$ cat config.mk
export PLATFORM = sky130hd
export DESIGN_NAME = seq_shifter_flat
export DESIGN_NICKNAME = d
export VERILOG_FILES = /design/src/rtl/seq_shifter_if.sv /design/src/rtl/seq_shifter.sv /design/src/flat_wrapper.sv
export SDC_FILE = /design/constraint.sdc
export NUM_CORES = 1
export LEC_CHECK = 0
export CORE_ASPECT_RATIO = 0.7
export CORE_MARGIN = 4
export CORE_UTILIZATION = 45
export DETAILED_ROUTE_END_ITERATION = 16
export HOLD_SLACK_MARGIN = 0.1
export PLACE_DENSITY_LB_ADDON = 0.2
export SETUP_SLACK_MARGIN = 0.02
export SYNTH_ARGS = -nofsm -noshare
export SYNTH_HDL_FRONTEND = slang
export SYNTH_SLANG_ARGS = --single-unit
$ cat constraint.sdc
create_clock -name clk -period 3.05 [get_ports clk]
set_input_delay 0.4575 -clock clk [delete_from_list [all_inputs] [get_ports clk]]
set_output_delay 0.4575 -clock clk [all_outputs]
set_load 0.01 [all_outputs]
$ cat src/rtl/seq_shifter_if.sv
// seq_shifter_if: request/result bundle for seq_shifter.
//   start  - request, sampled only while the shifter is idle
//   op     - 00 LSL, 01 LSR, 10 ASR, 11 ROR (sampled with start)
//   shamt  - shift amount 0..WIDTH-1 (sampled with start)
//   d_in   - operand (sampled with start)
//   busy   - high whenever the shifter is not idle
//   done   - one-cycle pulse when d_out has just been updated
//   d_out  - result register, held until the next operation completes
// master modport drives the request; slave modport is the shifter side.
interface seq_shifter_if #(
    parameter int unsigned WIDTH = 8
);
    localparam int unsigned SHW = $clog2(WIDTH);

    logic             start;
    logic [1:0]       op;
    logic [SHW-1:0]   shamt;
    logic [WIDTH-1:0] d_in;
    logic             busy;
    logic             done;
    logic [WIDTH-1:0] d_out;

    modport master (
        output start, op, shamt, d_in,
        input  busy, done, d_out
    );

    modport slave (
        input  start, op, shamt, d_in,
        output busy, done, d_out
    );
endinterface

$ cat src/rtl/seq_shifter.sv
// seq_shifter: multi-cycle shifter, one bit position per clock.
// Modes LSL/LSR/ASR/ROR, shift range 0..WIDTH-1, start/busy/done handshake.
// Ports:
//   clk     - rising-edge clock
//   reset_n - asynchronous active-low reset
//   bus     - seq_shifter_if slave modport (start/op/shamt/d_in in, busy/done/d_out out)
// WIDTH must be a power of two and at least 2; the interface instance must use the same WIDTH.
module seq_shifter #(
    parameter int unsigned WIDTH = 8
) (
    input  logic          clk,
    input  logic          reset_n,
    seq_shifter_if.slave  bus
);
    localparam int unsigned SHW = $clog2(WIDTH);

    typedef enum logic [1:0] {
        StIdle  = 2'd0,
        StShift = 2'd1,
        StDone  = 2'd2
    } state_e;

    state_e           state_q, state_d;
    logic [WIDTH-1:0] work_q, work_d;
    logic [1:0]       mode_q, mode_d;
    logic [SHW-1:0]   cnt_q, cnt_d;
    logic [WIDTH-1:0] dout_q, dout_d;
    logic [WIDTH-1:0] shifted;

    // One-position step of the working register in the captured mode.
    always_comb begin
        shifted = work_q;
        unique case (mode_q)
            2'b00:   shifted = {work_q[WIDTH-2:0], 1'b0};
            2'b01:   shifted = {1'b0, work_q[WIDTH-1:1]};
            2'b10:   shifted = {work_q[WIDTH-1], work_q[WIDTH-1:1]};
            default: shifted = {work_q[0], work_q[WIDTH-1:1]};
        endcase
    end

    always_comb begin
        state_d = state_q;
        work_d  = work_q;
        mode_d  = mode_q;
        cnt_d   = cnt_q;
        dout_d  = dout_q;
        case (state_q)
            StIdle: begin
                if (bus.start) begin
                    work_d = bus.d_in;
                    mode_d = bus.op;
                    cnt_d  = bus.shamt;
                    // Zero shift skips SHIFT entirely: result is the operand itself.
                    if (bus.shamt == '0) begin
                        dout_d  = bus.d_in;
                        state_d = StDone;
                    end else begin
                        state_d = StShift;
                    end
                end
            end
            StShift: begin
                work_d = shifted;
                cnt_d  = cnt_q - SHW'(1);
                // Last step: publish the shifted value on the same edge.
                if (cnt_q == SHW'(1)) begin
                    dout_d  = shifted;
                    state_d = StDone;
                end
            end
            StDone: begin
                state_d = StIdle;
            end
            default: begin
                state_d = StIdle;
            end
        endcase
    end

    always_ff @(posedge clk or negedge reset_n) begin
        if (!reset_n) begin
            state_q <= StIdle;
            work_q  <= '0;
            mode_q  <= '0;
            cnt_q   <= '0;
            dout_q  <= '0;
        end else begin
            state_q <= state_d;
            work_q  <= work_d;
            mode_q  <= mode_d;
            cnt_q   <= cnt_d;
            dout_q  <= dout_d;
        end
    end

    assign bus.busy  = (state_q != StIdle);
    assign bus.done  = (state_q == StDone);
    assign bus.d_out = dout_q;

endmodule

$ cat src/flat_wrapper.sv
// flat-port wrapper written by rule: the top's interface ports become plain ports
module seq_shifter_flat 
#(
    parameter int unsigned WIDTH = 8
)
  (clk, reset_n, bus_start, bus_op, bus_shamt, bus_d_in, bus_busy, bus_done, bus_d_out);
  seq_shifter_if #(.WIDTH(WIDTH)) bus_i ();
  input  logic clk;
  input  logic reset_n;
  input wire logic [$bits(bus_i.start)-1:0] bus_start;
  input wire logic [$bits(bus_i.op)-1:0] bus_op;
  input wire logic [$bits(bus_i.shamt)-1:0] bus_shamt;
  input wire logic [$bits(bus_i.d_in)-1:0] bus_d_in;
  output wire logic [$bits(bus_i.busy)-1:0] bus_busy;
  output wire logic [$bits(bus_i.done)-1:0] bus_done;
  output wire logic [$bits(bus_i.d_out)-1:0] bus_d_out;
  assign bus_i.start = bus_start;
  assign bus_i.op = bus_op;
  assign bus_i.shamt = bus_shamt;
  assign bus_i.d_in = bus_d_in;
  assign bus_busy = bus_i.busy;
  assign bus_done = bus_i.done;
  assign bus_d_out = bus_i.d_out;
  seq_shifter #(.WIDTH(WIDTH)) u_core (.clk(clk), .reset_n(reset_n), .bus(bus_i));
endmodule
==> summary.md, run 1 <==
| Metric | Value |
|---|---|
| Status | complete, no violations |
| Post-synthesis compound-gate area fraction | 0.105 |
| RR Startpoint | u_core.state_q[1] |
| Main combinational cell family by area after synthesis | multiplexers |
| Sequential-to-total area share from yosys stat | 0.477 |
| EDFF count, synth | 0 |
| Skew final | 0.00198 ns |
| Core area | 2510 um^2 |
| Post-synthesis mux area share | 0.214 |
| Antenna Cells | 0 |
| Net Count, Synth | 124 |
| Die area | 3590 um^2 |
| Sink Count | 23 |
| #FFs+latches synth | 23 |
| Leak Pwr | 0.652 nW |
| Post-synth top area cell | dfrtp_1 |
| CP max stage delay | 0.50 ns |
| Count leader, synth | dfrtp_1 |
| Top cell type's share of synthesized area | 0.477 |
| Pwr Density | 983 nW/um^2 |
| Setup violators final | 0 |
| Die Height | 51.3 um |
| Drt first pass iters | 4 |
| Post-Synth XOR/XNOR Area | 0 |
| Final worst-path cycle share | 0.676 |
| Final Wtd Congestion | 0.795 |
| Crit path time final | 2.06 ns |
| Yosys cell types | 27 |
| Routed Antenna Nets | 0 |
| CTS tree | built |
| Post-CTS Setup Bufs | 0 |
| Slew HR | 0.636 |
| Detailed-route via count | 829 |
| Clock tree root buffer cell | clkbuf_8 |
| Worst-Skew Late Latency | 0.26 ns |
| Post-Synth Adder-Cell Area | 0.0207 |
| Crit-path slowest cell | dfrtp_1 |
| Vias in the first global route | 839 |
| R2r setup slk | 1.35 ns |
| Max Cap Viol | 0 |
| Req. time, crit path | 2.59 ns |
| Mapped Area | 1210 um^2 |
| Maximum root-to-sink buffer count | 2 |
| CP Data Arrival Time | 1.60 ns |
| Filler cells | 226 |
| Initial antenna violation count | 0 |
| Worst-path clk slew | 0.08 ns |
| Maximum clock rate | 485 MHz |
| R2R depth | 3 |
| Peak supply drop | 0.000497 V |
| Synth Flop Type | dfrtp_1 |
| Total wire length | 2320 um |
| DRC viols | 0 |
| First-pass GRT wire length | 3950 um |
| WP depth | 2 |
| Main area contributors after synthesis | dfrtp_1, mux2_2, mux2i_1 |
| Yosys warns | 0 |
| Critical Path End | bus_busy |
| Unrepaired setup endpoints after global routing | false |
| Fin Setup TNS | 0 ns |
| Reg-to-Reg End | u_core.bus.d_out[3] |
| Via density | 5.02 |
| Overall routing resource usage | 0.146 |
| Final hold vios | 0 |
| Port-buffer cells | 25 |
| Area Overhead vs Synth | 24.9% |
| Worst slew pin tran | 0.546 ns |
| Final WS setup | 0.989 ns |
| Hold Path Class | flip-flop to flip-flop |
| WP buf/inv | 1 |
| Top cells by count, synth | dfrtp_1, mux2_2, mux2i_1 |
| Critical Path Sink Type | output port |
| Rows | 15 |
| Fraction of final layout cells with drive strength greater than 1 | 0.206 |
| Top-level port count | 26 |
| Critical path origin | u_core.state_q[1] |
| Total CTS buffers | 3 |
| WL per Instance | 14.0 um |
| Initial Util | 0.480 |
| Slew Limit Fails | 0 |
| Post-Place Worst Slack | 0.935 ns |
| Crit-path max FO | 9 |
| Nets | 150 |
| Cell family with the largest share of critical-path delay | flip-flops |
| Final core occ | 0.599 |
| Critical-path cell list | or2_2 -> clkdlybuf4s50_1 |
| Post-Syn Instances | 106 |
| Average size of a mapped cell | 11.4 um^2 |
| Crit Path Class | flip-flop to output port |
| Post-CTS Resized | 0 |
| Horiz. Die Dim | 69.9 um |
| Largest net degree at the start of global routing | 24 |
| Max H-tree Level | 1 |
| Drt first-iter violations | 32 |
| Hold buffer count at cts | 0 |
| Fraction of registers with async set/reset | 1.00 |
| DP HPWL | 1730 um |
| Post-Synth Simple-Gate Area | 0.128 |
| Grt total ovfl | 0 |
| CP Launch Type | flip-flop |
[worst min-delay path by stage]
stage | slack [ns] | start | endpoint | depth (start not counted)
after floorplan | 0.16 | reset_n | u_core.bus.d_out[0] | 0
final | 0.51 | u_core.bus.d_out[4] | u_core.bus.d_out[4] | 1
after detailed placement | 0.49 | u_core.bus.d_out[4] | u_core.bus.d_out[4] | 1
after global routing | 0.54 | u_core.bus.d_out[3] | u_core.bus.d_out[3] | 1
after CTS | 0.51 | u_core.bus.d_out[4] | u_core.bus.d_out[4] | 1
after global placement | 0.49 | u_core.bus.d_out[4] | u_core.bus.d_out[4] | 1
[layer usage]
layer,GRT usage,up-vias,share of wire
li1,-,419,-
met1,0.193,387,0.50
met2,0.215,18,0.43
met3,0.0472,5,0.048
met4,0.0764,0,0.020
met5,0,-,0
[cells by family after synthesis]
logic type,count (synthesis)
and+or+nand+nor,27
muxes,24
DFF,23
AOI/OAI and AO/OA,19
buffers and inverters,11
adders and majority gates,2
[final cells by class]
class | count | area (um^2) | area share
Clock buffer | 4 | 45.0 | 0.0299
Inverter | 6 | 22.5 | 0.0150
Multi-Input combinational cell | 72 | 563 | 0.374
Sequential cell | 23 | 576 | 0.382
Tap cell | 34 | 42.5 | 0.0282
Timing Repair Buffer | 26 | 258 | 0.171
[state kept, by name, indices dropped and copies added (netlist names)]
signal            count
u_core.bus.d_out      8
u_core.state_q        2
u_core.mode_q         2
u_core.work_q         8
u_core.cnt_q          3
[where the power goes]
part	leakage (nW)	switching (mW)	internal [mW]
logic	0.354	0.308	0.399
registers	0.275	0.131	0.457
clock network	0.0228	0.0921	0.0932
total	0.652	0.531	0.949
[per-stage QoR]
step           cells  hold WS, ns  instance area (um^2)  power, mW
6_report         165        0.508                  1510       1.48
3_5_place_dp     161        0.495                  1460       1.30
4_1_cts          165        0.512                  1510       1.50
2_1_floorplan    106        0.162                  1210       1.09
5_1_grt          165        0.536                  1510       1.60
3_3_place_gp     161        0.493                  1460       1.28
[cell usage in the layout (no fill, tap or decap), types with 2 or more instances in the layout]
master / n
inv_1: 6
clkdlybuf4s50_1: 25
ha_1: 2
mux2i_1: 10
dfrtp_1: 23
a21oi_1: 3
o22a_1: 3
or2_2: 2
clkbuf_8: 3
nand2_1: 9
o21ai_0: 8
nor2_2: 2
mux2_2: 14
nand2b_1: 2
nor2_1: 7
[worst register-to-register path: cells and delay by family, from the launching register on]
family             cells  cell delay (ns)
AOI/OAI and AO/OA      1             0.23
DFF                    1             0.55
muxes                  1             0.30
and+or+nand+nor        1             0.51
Power figures use the tool's default switching activity.
==> run 2, diff against run 1 <==
==> constraint.sdc (replaced) <==
create_clock -name clk -period 1.7 [get_ports clk]
set_input_delay 0.255 -clock clk [delete_from_list [all_inputs] [get_ports clk]]
set_output_delay 0.255 -clock clk [all_outputs]
set_load 0.01 [all_outputs]
==> run 2 against run 1 <==
Largest cell class unchanged. Sequential power grew 73%. Count of clock-buffer cells in the layout shrank 1. Largest power group unchanged. Sequential share of layout area shrank 2.1 points. Clock skew grew 0.0051 ns. Combinational power grew 110%. Highest routed layer unchanged. Critical endpoint is now u_core.bus.d_out[5].
==> summary.md, run 2 (synthesis results as in run 1) <==
| Metric | Value |
|---|---|
| Status | complete, no violations |
| Drt first pass iters | 4 |
| Via density | 5.02 |
| Rows | 15 |
| Maximum root-to-sink buffer count | 2 |
| Fin Setup TNS | 0 ns |
| Most frequent cells in the layout | clkdlybuf4s50_1, dfrtp_1, mux2_2, mux2i_1, buf_4 |
| Design area | 1600 um^2 |
| Total CTS buffers | 3 |
| DP HPWL | 1960 um |
| Setup violators final | 0 |
| WL per Instance | 14.5 um |
| Final worst-path cycle share | 0.930 |
| RR Startpoint | u_core.cnt_q[1] |
| Layout Cells excl Fill | 175 |
| Pwr Density | 1770 nW/um^2 |
| CP Launch Type | flip-flop |
| Maximum clock rate | 632 MHz |
| Crit path time final | 1.58 ns |
| CTS tree | built |
| Hold buffer count at cts | 0 |
| Antenna Cells | 0 |
| Crit Path Class | flip-flop to flip-flop |
| Overall routing resource usage | 0.157 |
| Placed Instances | 171 |
| Final WS setup | 0.118 ns |
| DRC viols | 0 |
| Worst slew pin tran | 0.297 ns |
| Die Height | 51.3 um |
| Routed Antenna Nets | 0 |
| Worst-Skew Late Latency | 0.26 ns |
| Drt first-iter violations | 50 |
| Leak Pwr | 0.712 nW |
| Horiz. Die Dim | 69.9 um |
| Final core occ | 0.634 |
| Clock tree root buffer cell | clkbuf_8 |
| Unrepaired setup endpoints after global routing | true |
| Final hold vios | 0 |
| Reg-to-Reg End | u_core.bus.d_out[5] |
| Vias in the first global route | 960 |
| Port-buffer cells | 25 |
| R2r setup slk | 0.12 ns |
| First-pass GRT wire length | 4400 um |
| Detailed-route via count | 879 |
| R2R depth | 7 |
| Largest net degree at the start of global routing | 24 |
| Initial antenna violation count | 0 |
| Fraction of final layout cells with drive strength greater than 1 | 0.277 |
| Peak supply drop | 0.000893 V |
| Post-CTS Setup Bufs | 0 |
| Post-Place Cell Area | 1550 um^2 |
| Max Cap Viol | 0 |
| Max H-tree Level | 1 |
| Initial Util | 0.480 |
| Post-Place Worst Slack | -0.146 ns |
| Area Overhead vs Synth | 32.3% |
| Crit-path max FO | 9 |
| Req. time, crit path | 1.85 ns |
| Hold WS | 0.354 ns |
| Final Wtd Congestion | 0.775 |
| Slew Limit Fails | 0 |
| Nets | 160 |
| Core area | 2510 um^2 |
| Slew HR | 0.802 |
| Grt total ovfl | 0 |
| Hold Path Class | primary input to async pin |
| Skew final | 0.00708 ns |
| Sink Count | 23 |
| CP Data Arrival Time | 1.73 ns |
| Total wire length | 2530 um |
| Worst-path clk slew | 0.08 ns |
| Die area | 3590 um^2 |
| Pwr Total | 2.82 mW |
| Top-level port count | 26 |
| Critical Path Sink Type | flip-flop |
[run 2: changes by cell type in the layout (fill, tap and decap cells not counted), sizes merged]
cell	change
buf	+10
clkdlybuf4s50	-2
dlygate4sd2	+2
clkbuf	-1
clkinv	+1
[run 2: routing by layer]
layer / vias to the layer above / track usage / share of wire
li1: 433 / - / -
met5: - / 0 / 0
met4: 0 / 0.0382 / 0.015
met3: 6 / 0.0511 / 0.066
met1: 413 / 0.208 / 0.47
met2: 27 / 0.249 / 0.45
[run 2: critical path, stage by stage, from the launching register on]
cell	delay, ns
dfrtp_1	0.39
inv_1	0.08
ha_1	0.15
and2b_2	0.15
nand2_1	0.08
a21oi_4	0.15
buf_12	0.14
mux2_2	0.32
[run 2: how the worst max path moves through the flow]
stage               startpoint                   to  slack, ns  cells past startpoint
2_1_floorplan  u_core.cnt_q[1]  u_core.bus.d_out[1]       0.19                      6
5_1_grt        u_core.cnt_q[1]  u_core.bus.d_out[5]       0.02                      7
3_5_place_dp      bus_shamt[1]  u_core.bus.d_out[1]      -0.15                      6
3_3_place_gp      bus_shamt[1]  u_core.bus.d_out[3]      -0.09                      6
6_report       u_core.cnt_q[1]  u_core.bus.d_out[5]       0.12                      7
4_1_cts        u_core.cnt_q[1]  u_core.bus.d_out[1]       0.08                      7
[run 2: power by group]
group | internal [mW] | switching [mW] | leakage, nW
Clock | 0.163 | 0.170 | 0.0255
Combinational | 0.828 | 0.639 | 0.411
Sequential | 0.821 | 0.196 | 0.275
Total | 1.81 | 1.01 | 0.712
[run 2: area by class of cell]
cell class / count / area, um^2
clock buffer: 3 / 41.3
multi-input combinational: 72 / 566
inverter: 6 / 22.5
timing repair buffer: 36 / 343
tap: 34 / 42.5
sequential: 23 / 576
fill: 225 / 920
clock inverter: 1 / 5.00
[run 2: what timing repair did]
item,4_1_cts,5_1_grt
pin swaps,0,1
setup endpoints to repair,2,9
resized for setup,2,1
